[src/rtl/seg_display_ctrl.sv]
// Multiplexed seven-segment display controller: latches a value and scans it onto active-low pins.
// Define SEG_BCD_EN to add the sequential double-dabble decimal conversion path.
module seg_display_ctrl #(
    parameter int unsigned DIGITS      = 4,
    parameter int unsigned REFRESH_DIV = 100000
) (
    input  logic                clock,
    input  logic                reset,
    input  logic [4*DIGITS-1:0] value,
    input  logic                load,
    input  logic                mode,
    input  logic [DIGITS-1:0]   dp,
    input  logic [DIGITS-1:0]   blank,
    output logic                busy,
    output logic [6:0]          seg,
    output logic                dp_n,
    output logic [DIGITS-1:0]   an
);

    localparam int unsigned W  = 4 * DIGITS;
    localparam int unsigned PW = $clog2(REFRESH_DIV);
    localparam int unsigned IW = (DIGITS > 1) ? $clog2(DIGITS) : 1;

    logic [PW-1:0]     pre_q;
    logic [IW-1:0]     idx_q;
    logic [W-1:0]      disp_q;
    logic [DIGITS-1:0] dp_q;
    logic              ovf_disp;
    logic              tick;
    logic              accept;
    logic              disp_we;
    logic [W-1:0]      disp_new;

    assign tick = (pre_q == PW'(REFRESH_DIV - 1));

    always_ff @(posedge clock) begin
        if (reset) begin
            pre_q <= '0;
            idx_q <= '0;
        end else if (tick) begin
            pre_q <= '0;
            idx_q <= (idx_q == IW'(DIGITS - 1)) ? '0 : idx_q + IW'(1);
        end else begin
            pre_q <= pre_q + PW'(1);
        end
    end

`ifdef SEG_BCD_EN
    localparam int unsigned CW = $clog2(W);

    typedef enum logic {StIdle, StConv} state_e;

    state_e        state_q, state_d;
    logic [W-1:0]  bin_q, bin_d, bcd_q, bcd_d, adj;
    logic [CW-1:0] it_q, it_d;
    logic          ovf_q, ovf_d, ovf_disp_q, conv_done;

    // Add-3 correction on every BCD digit before the shift
    always_comb begin
        adj = bcd_q;
        for (int i = 0; i < DIGITS; i++) begin
            if (bcd_q[4*i +: 4] >= 4'd5) adj[4*i +: 4] = bcd_q[4*i +: 4] + 4'd3;
        end
    end

    always_comb begin
        state_d   = state_q;
        bin_d     = bin_q;
        bcd_d     = bcd_q;
        ovf_d     = ovf_q;
        it_d      = it_q;
        conv_done = 1'b0;
        case (state_q)
            StIdle: begin
                if (load && mode) begin
                    state_d = StConv;
                    bin_d   = value;
                    bcd_d   = '0;
                    ovf_d   = 1'b0;
                    it_d    = '0;
                end
            end
            StConv: begin
                bcd_d = {adj[W-2:0], bin_q[W-1]};
                bin_d = bin_q << 1;
                ovf_d = ovf_q | adj[W-1];
                it_d  = it_q + CW'(1);
                if (it_q == CW'(W - 1)) begin
                    state_d   = StIdle;
                    conv_done = 1'b1;
                end
            end
            default: state_d = StIdle;
        endcase
    end

    always_ff @(posedge clock) begin
        if (reset) begin
            state_q    <= StIdle;
            bin_q      <= '0;
            bcd_q      <= '0;
            ovf_q      <= 1'b0;
            it_q       <= '0;
            ovf_disp_q <= 1'b0;
        end else begin
            state_q <= state_d;
            bin_q   <= bin_d;
            bcd_q   <= bcd_d;
            ovf_q   <= ovf_d;
            it_q    <= it_d;
            if (accept && !mode) ovf_disp_q <= 1'b0;
            else if (conv_done) ovf_disp_q <= ovf_d;
        end
    end

    assign busy     = (state_q == StConv);
    assign accept   = load && (state_q == StIdle);
    assign disp_we  = (accept && !mode) || conv_done;
    assign disp_new = conv_done ? bcd_d : value;
    assign ovf_disp = ovf_disp_q;
`else
    logic unused_mode;

    assign unused_mode = mode;
    assign busy        = 1'b0;
    assign accept      = load;
    assign disp_we     = load;
    assign disp_new    = value;
    assign ovf_disp    = 1'b0;
`endif

    always_ff @(posedge clock) begin
        if (reset) begin
            disp_q <= '0;
            dp_q   <= '0;
        end else begin
            if (disp_we) disp_q <= disp_new;
            if (accept) dp_q <= dp;
        end
    end

    function automatic logic [6:0] hex_glyph(input logic [3:0] n);
        case (n)
            4'h0: hex_glyph = 7'b1000000;
            4'h1: hex_glyph = 7'b1111001;
            4'h2: hex_glyph = 7'b0100100;
            4'h3: hex_glyph = 7'b0110000;
            4'h4: hex_glyph = 7'b0011001;
            4'h5: hex_glyph = 7'b0010010;
            4'h6: hex_glyph = 7'b0000010;
            4'h7: hex_glyph = 7'b1111000;
            4'h8: hex_glyph = 7'b0000000;
            4'h9: hex_glyph = 7'b0010000;
            4'hA: hex_glyph = 7'b0001000;
            4'hB: hex_glyph = 7'b0000011;
            4'hC: hex_glyph = 7'b1000110;
            4'hD: hex_glyph = 7'b0100001;
            4'hE: hex_glyph = 7'b0000110;
            default: hex_glyph = 7'b0001110;
        endcase
    endfunction

    logic [3:0] cur_nib;
    logic       cur_blank, cur_dp, dpn_d;
    logic [6:0] seg_d;

    always_comb begin
        cur_nib   = '0;
        cur_blank = 1'b0;
        cur_dp    = 1'b0;
        for (int i = 0; i < DIGITS; i++) begin
            if (idx_q == IW'(i)) begin
                cur_nib   = disp_q[4*i +: 4];
                cur_blank = blank[i];
                cur_dp    = dp_q[i];
            end
        end
        if (cur_blank) begin
            seg_d = 7'b1111111;
            dpn_d = 1'b1;
        end else if (ovf_disp) begin
            seg_d = 7'b0111111;
            dpn_d = 1'b1;
        end else begin
            seg_d = hex_glyph(cur_nib);
            dpn_d = ~cur_dp;
        end
    end

    always_ff @(posedge clock) begin
        if (reset) begin
            an   <= '1;
            seg  <= 7'b1111111;
            dp_n <= 1'b1;
        end else begin
            an   <= ~(DIGITS'(1) << idx_q);
            seg  <= seg_d;
            dp_n <= dpn_d;
        end
    end

endmodule

[config.mk]
export PLATFORM = sky130hd
export DESIGN_NAME = seg_display_ctrl
export DESIGN_NICKNAME = d
export VERILOG_FILES = /design/src/rtl/seg_display_ctrl.sv
export SDC_FILE = /design/constraint.sdc
export NUM_CORES = 1
export LEC_CHECK = 0
export CORE_ASPECT_RATIO = 1.5
export CORE_MARGIN = 4
export CORE_UTILIZATION = 52
export CTS_CLUSTER_DIAMETER = 80
export DETAILED_ROUTE_END_ITERATION = 12
export PLACE_DENSITY_LB_ADDON = 0.2
export SLEW_MARGIN = 20
export SYNTH_ARGS = -nofsm -noshare
export SYNTH_HDL_FRONTEND = slang
export SYNTH_SLANG_ARGS = --single-unit
[constraint.sdc]
create_clock -name clock -period 3.05 [get_ports clock]
set_clock_uncertainty 0.15 [all_clocks]
set_input_delay 0.61 -clock clock [delete_from_list [all_inputs] [get_ports clock]]
set_output_delay 0.61 -clock clock [all_outputs]
set_load 0.01 [all_outputs]
# Word-level counts from Yosys, hierarchy flattened
# Memory sizes are Yosys's and may differ from the RTL's. A register that Yosys moved wholly into a read port is not among the register bits.
# Cells that the tools add are included.
dict set report classes {
  add_sub_neg 2
  eq_ne 4
  shifts 1
  muxes 13
  bitwise_logic 2
  n_reduce_logical 3
}
# op n
set op_table {}
lappend op_table {{adder 17 x 1 -> 17 bit (second input constant)} 1}
lappend op_table {{equality test 17 bit (second input constant)} 1}
lappend op_table {{two-way mux 4 bit} 4}
lappend op_table {{two-way mux 1 bit} 8}
lappend op_table {{equality test 2 bit (second input constant)} 2}
lappend op_table {{NOT 4 bit} 1}
lappend op_table {{OR reduction 2 bit} 2}
lappend op_table {{<< shifter 1 x 2 -> 4 bit (first input constant)} 1}
lappend op_table {{adder 2 x 1 -> 2 bit (second input constant)} 1}
lappend op_table {{equality test 2 x 1 -> 1 bit (second input constant)} 1}
lappend op_table {{logical NOT 2 bit} 1}
lappend op_table {{two-way mux 2 bit} 1}
lappend op_table {{NOT 1 bit} 1}
dict set report totals {
  ff_bits 44
  rom_bits 112
  input_bits 28
  out_inout_bits 13
  wordCells 32
  n_memories 1
}
# name words word_bits read_ports rd_ports_with_merged_regs wr line_no
set mem_list {}
lappend mem_list {{(name not given)} 16 7 1 1 0 143} ;# case (n)

# Logic depth before layout (Yosys ltp)
dict set report logic_depth {
  depth_word 6
  mapped_depth 11
  ltp_nobuf 10
}

# Least setup slack after synthesis
# Ideal clock, no wire load.
dict set report synth_path {
  path_kind {reg-to-reg}
  startpoint {register idx_q[0]}
  endpoint {register seg[3]}
  setup_time_ps 69
  arrival_time_ps 1967
  required_time_ps 2831
  path_slack_ps 864
  stages_incl_launch_ff 11
  path_buffers 2
  period_less_slack_ps 2186
  cell_sequence {dfxtp_1 > ha_1 > buf_6 > buf_6 > nor2b_1 > a211oi_2 > inv_1 > ha_1 > mux2i_1 > nor2_1 > o21ai_1}
}
dict set report synth_via {
  elab_chain_len 6
  word_cells_on_any_way 13
  cone_classes {eq/ne: 3; mux: 8; reduce/logical: 2}
}
# item line_no
set synth_rtl {}
lappend synth_rtl {{start, declared} 25} ;# logic [IW-1:0] idx_q;
lappend synth_rtl {{start signal, assigned} 42} ;# idx_q <= (idx_q == IW'(DIGITS - 1)) ? '0 : idx_q + IW'(1);
lappend synth_rtl {{logical NOT 2 bit} 172} ;# if (idx_q == IW'(i)) begin
lappend synth_rtl {{two-way mux 1 bit (4 in series)} 172}
lappend synth_rtl {{OR reduction 2 bit (no line)} --}
lappend synth_rtl {{end, declared} 15} ;# output logic [6:0] seg,
# Parallel ways exist; a longest one is shown, timed or not.
# A chain may end at the register's enable or synchronous reset.

# Worst setup path in the final report
# Ends and elaborated chain as after synthesis.

==> reports/metrics.cfg <==
[setup_path]
crit_type = flop to flop
crit_path_max_incr_delay_ns = 0.62
cp_common_cell = ha_1
r2r.worst_path.cells = 8
path_cells = ha_1 > a211oi_1 > a211oi_2 > inv_1 > ha_1 > mux2i_1 > nor2_1 > o21ai_1
worstPathRequired_ns = 3.13
worst_ep_arrival_time_ns = 2.68
crit_fanout = 18
cp-end-kind = flop
cp_slowest_cell = ha_1
rr_startpoint = idx_q[0]
cp-start-kind = flop
reg2reg_to = seg[3]
r2r_slack_ns = 0.46

[clock_network]
cts_setup_buffers = 0
cts_buffer_depth = 2
numCtsBuffers = 5
cts_tree = yes
cts_resized = 0
h-tree-depth = 2
ctsRootBufferMaster = clkbuf_8
cts.clk_slew.worst_paths_ns = 0.09
cts_sinks = 51
worstSkewPairLatency_ns = 0.30
cts_hold_buffers = 0

[die]
pin_count = 41
coreArea_um2 = 4500
die_x_um = 63.5
design.die.area_um2 = 5790
dieHeight_um = 91.2
start_util = 0.533
row_count = 30

[global_routing]
grt_usage = 0.162
grt_overflow = 0
use_met3 = 0.0322
grt_pass1_wl_um = 7590
grt_use_met2 = 0.291
grt.busiest_layer = met2
grt_max_degree = 21
use_met1 = 0.177
grt_pass1_vias = 1724
antenna_found_initial = 0

[place]
dp_hpwl_um = 3240
routabilityCongestion = 0.846
place_ws_ns = 0.469
port_buffers = 38

[yosys]
avgSynthCellArea_um2 = 9.50
yosys-top-cells-area = dfxtp_1, mux2i_1, nor2_1
synth_ff_type = dfxtp_1
yosysSeqAreaShare = 0.425
async_reset_ff_frac = 0
syn-num-nets = 292
synth_cell_types = 46
ys_warn_count = 0
synth_cells = 253
synth_top_area_cell = dfxtp_1
synth_area_um2 = 2400
yosys_register_bits = 51
synth_edf_count = 0
netlist.area_leader.share = 0.425

[sta]
tightest_slew_ns = 0.679
fmax_mhz = 385
rsz0062_at_grt = no
drv_slew = 0
fin_ws_ns = 0.455
fin_crit_ns = 2.59
tns_ns = 0
max_slew_margin = 0.547
hold_viol = 0
setup_viol = 0
period_share = 0.851

[hold_path]
min_from = pre_q[0]
holdPathEnd = pre_q[0]
hold_depth = 1
hold_class = flop to flop

[power_and_ir_drop]
p_per_area_nw_per_um2 = 457
leakagePower_nw = 1.21
irDropWorstVdd_uv = 326
total_power_mw = 1.33

[detailed_routing]
wl_per_cell_um = 12.9
vias_per_cell = 5.22
drtIter0Drc = 68
vias = 1770
drc = 0
ant_nets = 0
wirelength_um = 4360
first_pass_iters = 4

[layout]
final_util = 0.647
seqCellArea_um2 = 1020
nFillCells = 389
antenna_cells = 0
multi_input_area_um2 = 1250
areaGrowthSynthToFinish_pct = 21.2
nets = 329
drive_gt1_frac = 0.0859

[run_status]
outcome = finished clean

[run]
drv_cap = 0

==> stage by stage <==
stage	instance area (um2)	hold WS, ns	std cells
6_report	2910	0.321	339
5_1_grt	2910	0.369	339
4_1_cts	2910	0.326	339
3_5_place_dp	2800	0.306	331
3_3_place_gp	2800	0.287	331
2_1_floorplan	2400	0.276	253
==> final cells by class <==
cell class	instances	share of cell area
clock buffers	6	0.0284
clock inverters	2	0.0120
flip-flops and latches	51	0.351
multi-input cells	178	0.431
inverters	11	0.0142
repair buffers	43	0.143
well taps	48	0.0206
==> worst max path at each step <==
stage	startpoint	end	slack [ns]
2_1_floorplan	idx_q[0]	seg[3]	0.86
3_3_place_gp	idx_q[0]	seg[3]	0.50
3_5_place_dp	idx_q[0]	seg[3]	0.47
4_1_cts	idx_q[0]	seg[3]	0.41
5_1_grt	idx_q[0]	seg[3]	0.22
6_report	idx_q[0]	seg[3]	0.46
==> report_power, final <==
| group | internal, mW | switching [mW] | total [mW] |
|---|---|---|---|
| Sequential | 0.692 | 0.0139 | 0.706 |
| Combinational | 0.0856 | 0.0644 | 0.150 |
| Clock | 0.265 | 0.211 | 0.476 |
==> cell usage after synthesis, types with 3 or more instances <==
cell	n
a211oi_1	4
a21oi_1	5
and3_1	6
buf_6	4
clkbuf_1	6
dfxtp_1	51
ha_1	11
inv_1	11
mux2i_1	22
nand2_1	14
nand2b_1	5
nand3_1	5
nand3b_1	4
nand4_1	4
nor2_1	45
nor3b_1	3
xnor2_1	3
xor2_1	12
==> kinds of logic after synthesis <==
logic type      Yosys count  synth area share
buf+inv                  24            0.0526
xor+xnor                 15            0.0547
mux                      23            0.0964
fa+ha+maj                11            0.0573
simple gates            103             0.223
flops                    51             0.425
compound gates           25            0.0896
other cells               1           0.00156
==> placed cells by master (no fill, tap or decap), types with 6 or more instances in the layout <==
cell type / instances
ha_1: 11
inv_1: 11
clkbuf_8: 6
dfxtp_1: 51
nor2_1: 45
and3_1: 6
mux2i_1: 22
clkdlybuf4s50_1: 38
nand2_1: 14
xor2_1: 12
==> worst max-delay path: cells and delay by family, from the launching register on <==
family | cells | cell delay [ns]
compound gates | 3 | 0.66
mux | 1 | 0.14
fa+ha+maj | 2 | 0.96
simple gates | 1 | 0.06
buf+inv | 1 | 0.16
flops | 1 | 0.40
==> per-layer routing <==
metal  vias to the layer above  wire (um)
met4                         0        108
met1                       802       1790
met3                         9        189
met2                        37       2280
met5                         -          0
li1                        922          -
==> sequential cells by signal, summed over array words and instances, names as in the netlist <==
| register | count |
|---|---|
| disp_q | 16 |
| dp_n | 1 |
| seg | 7 |
| an | 4 |
| pre_q | 17 |
| dp_q | 4 |
| idx_q | 2 |
Power figures use the tool's default switching activity.
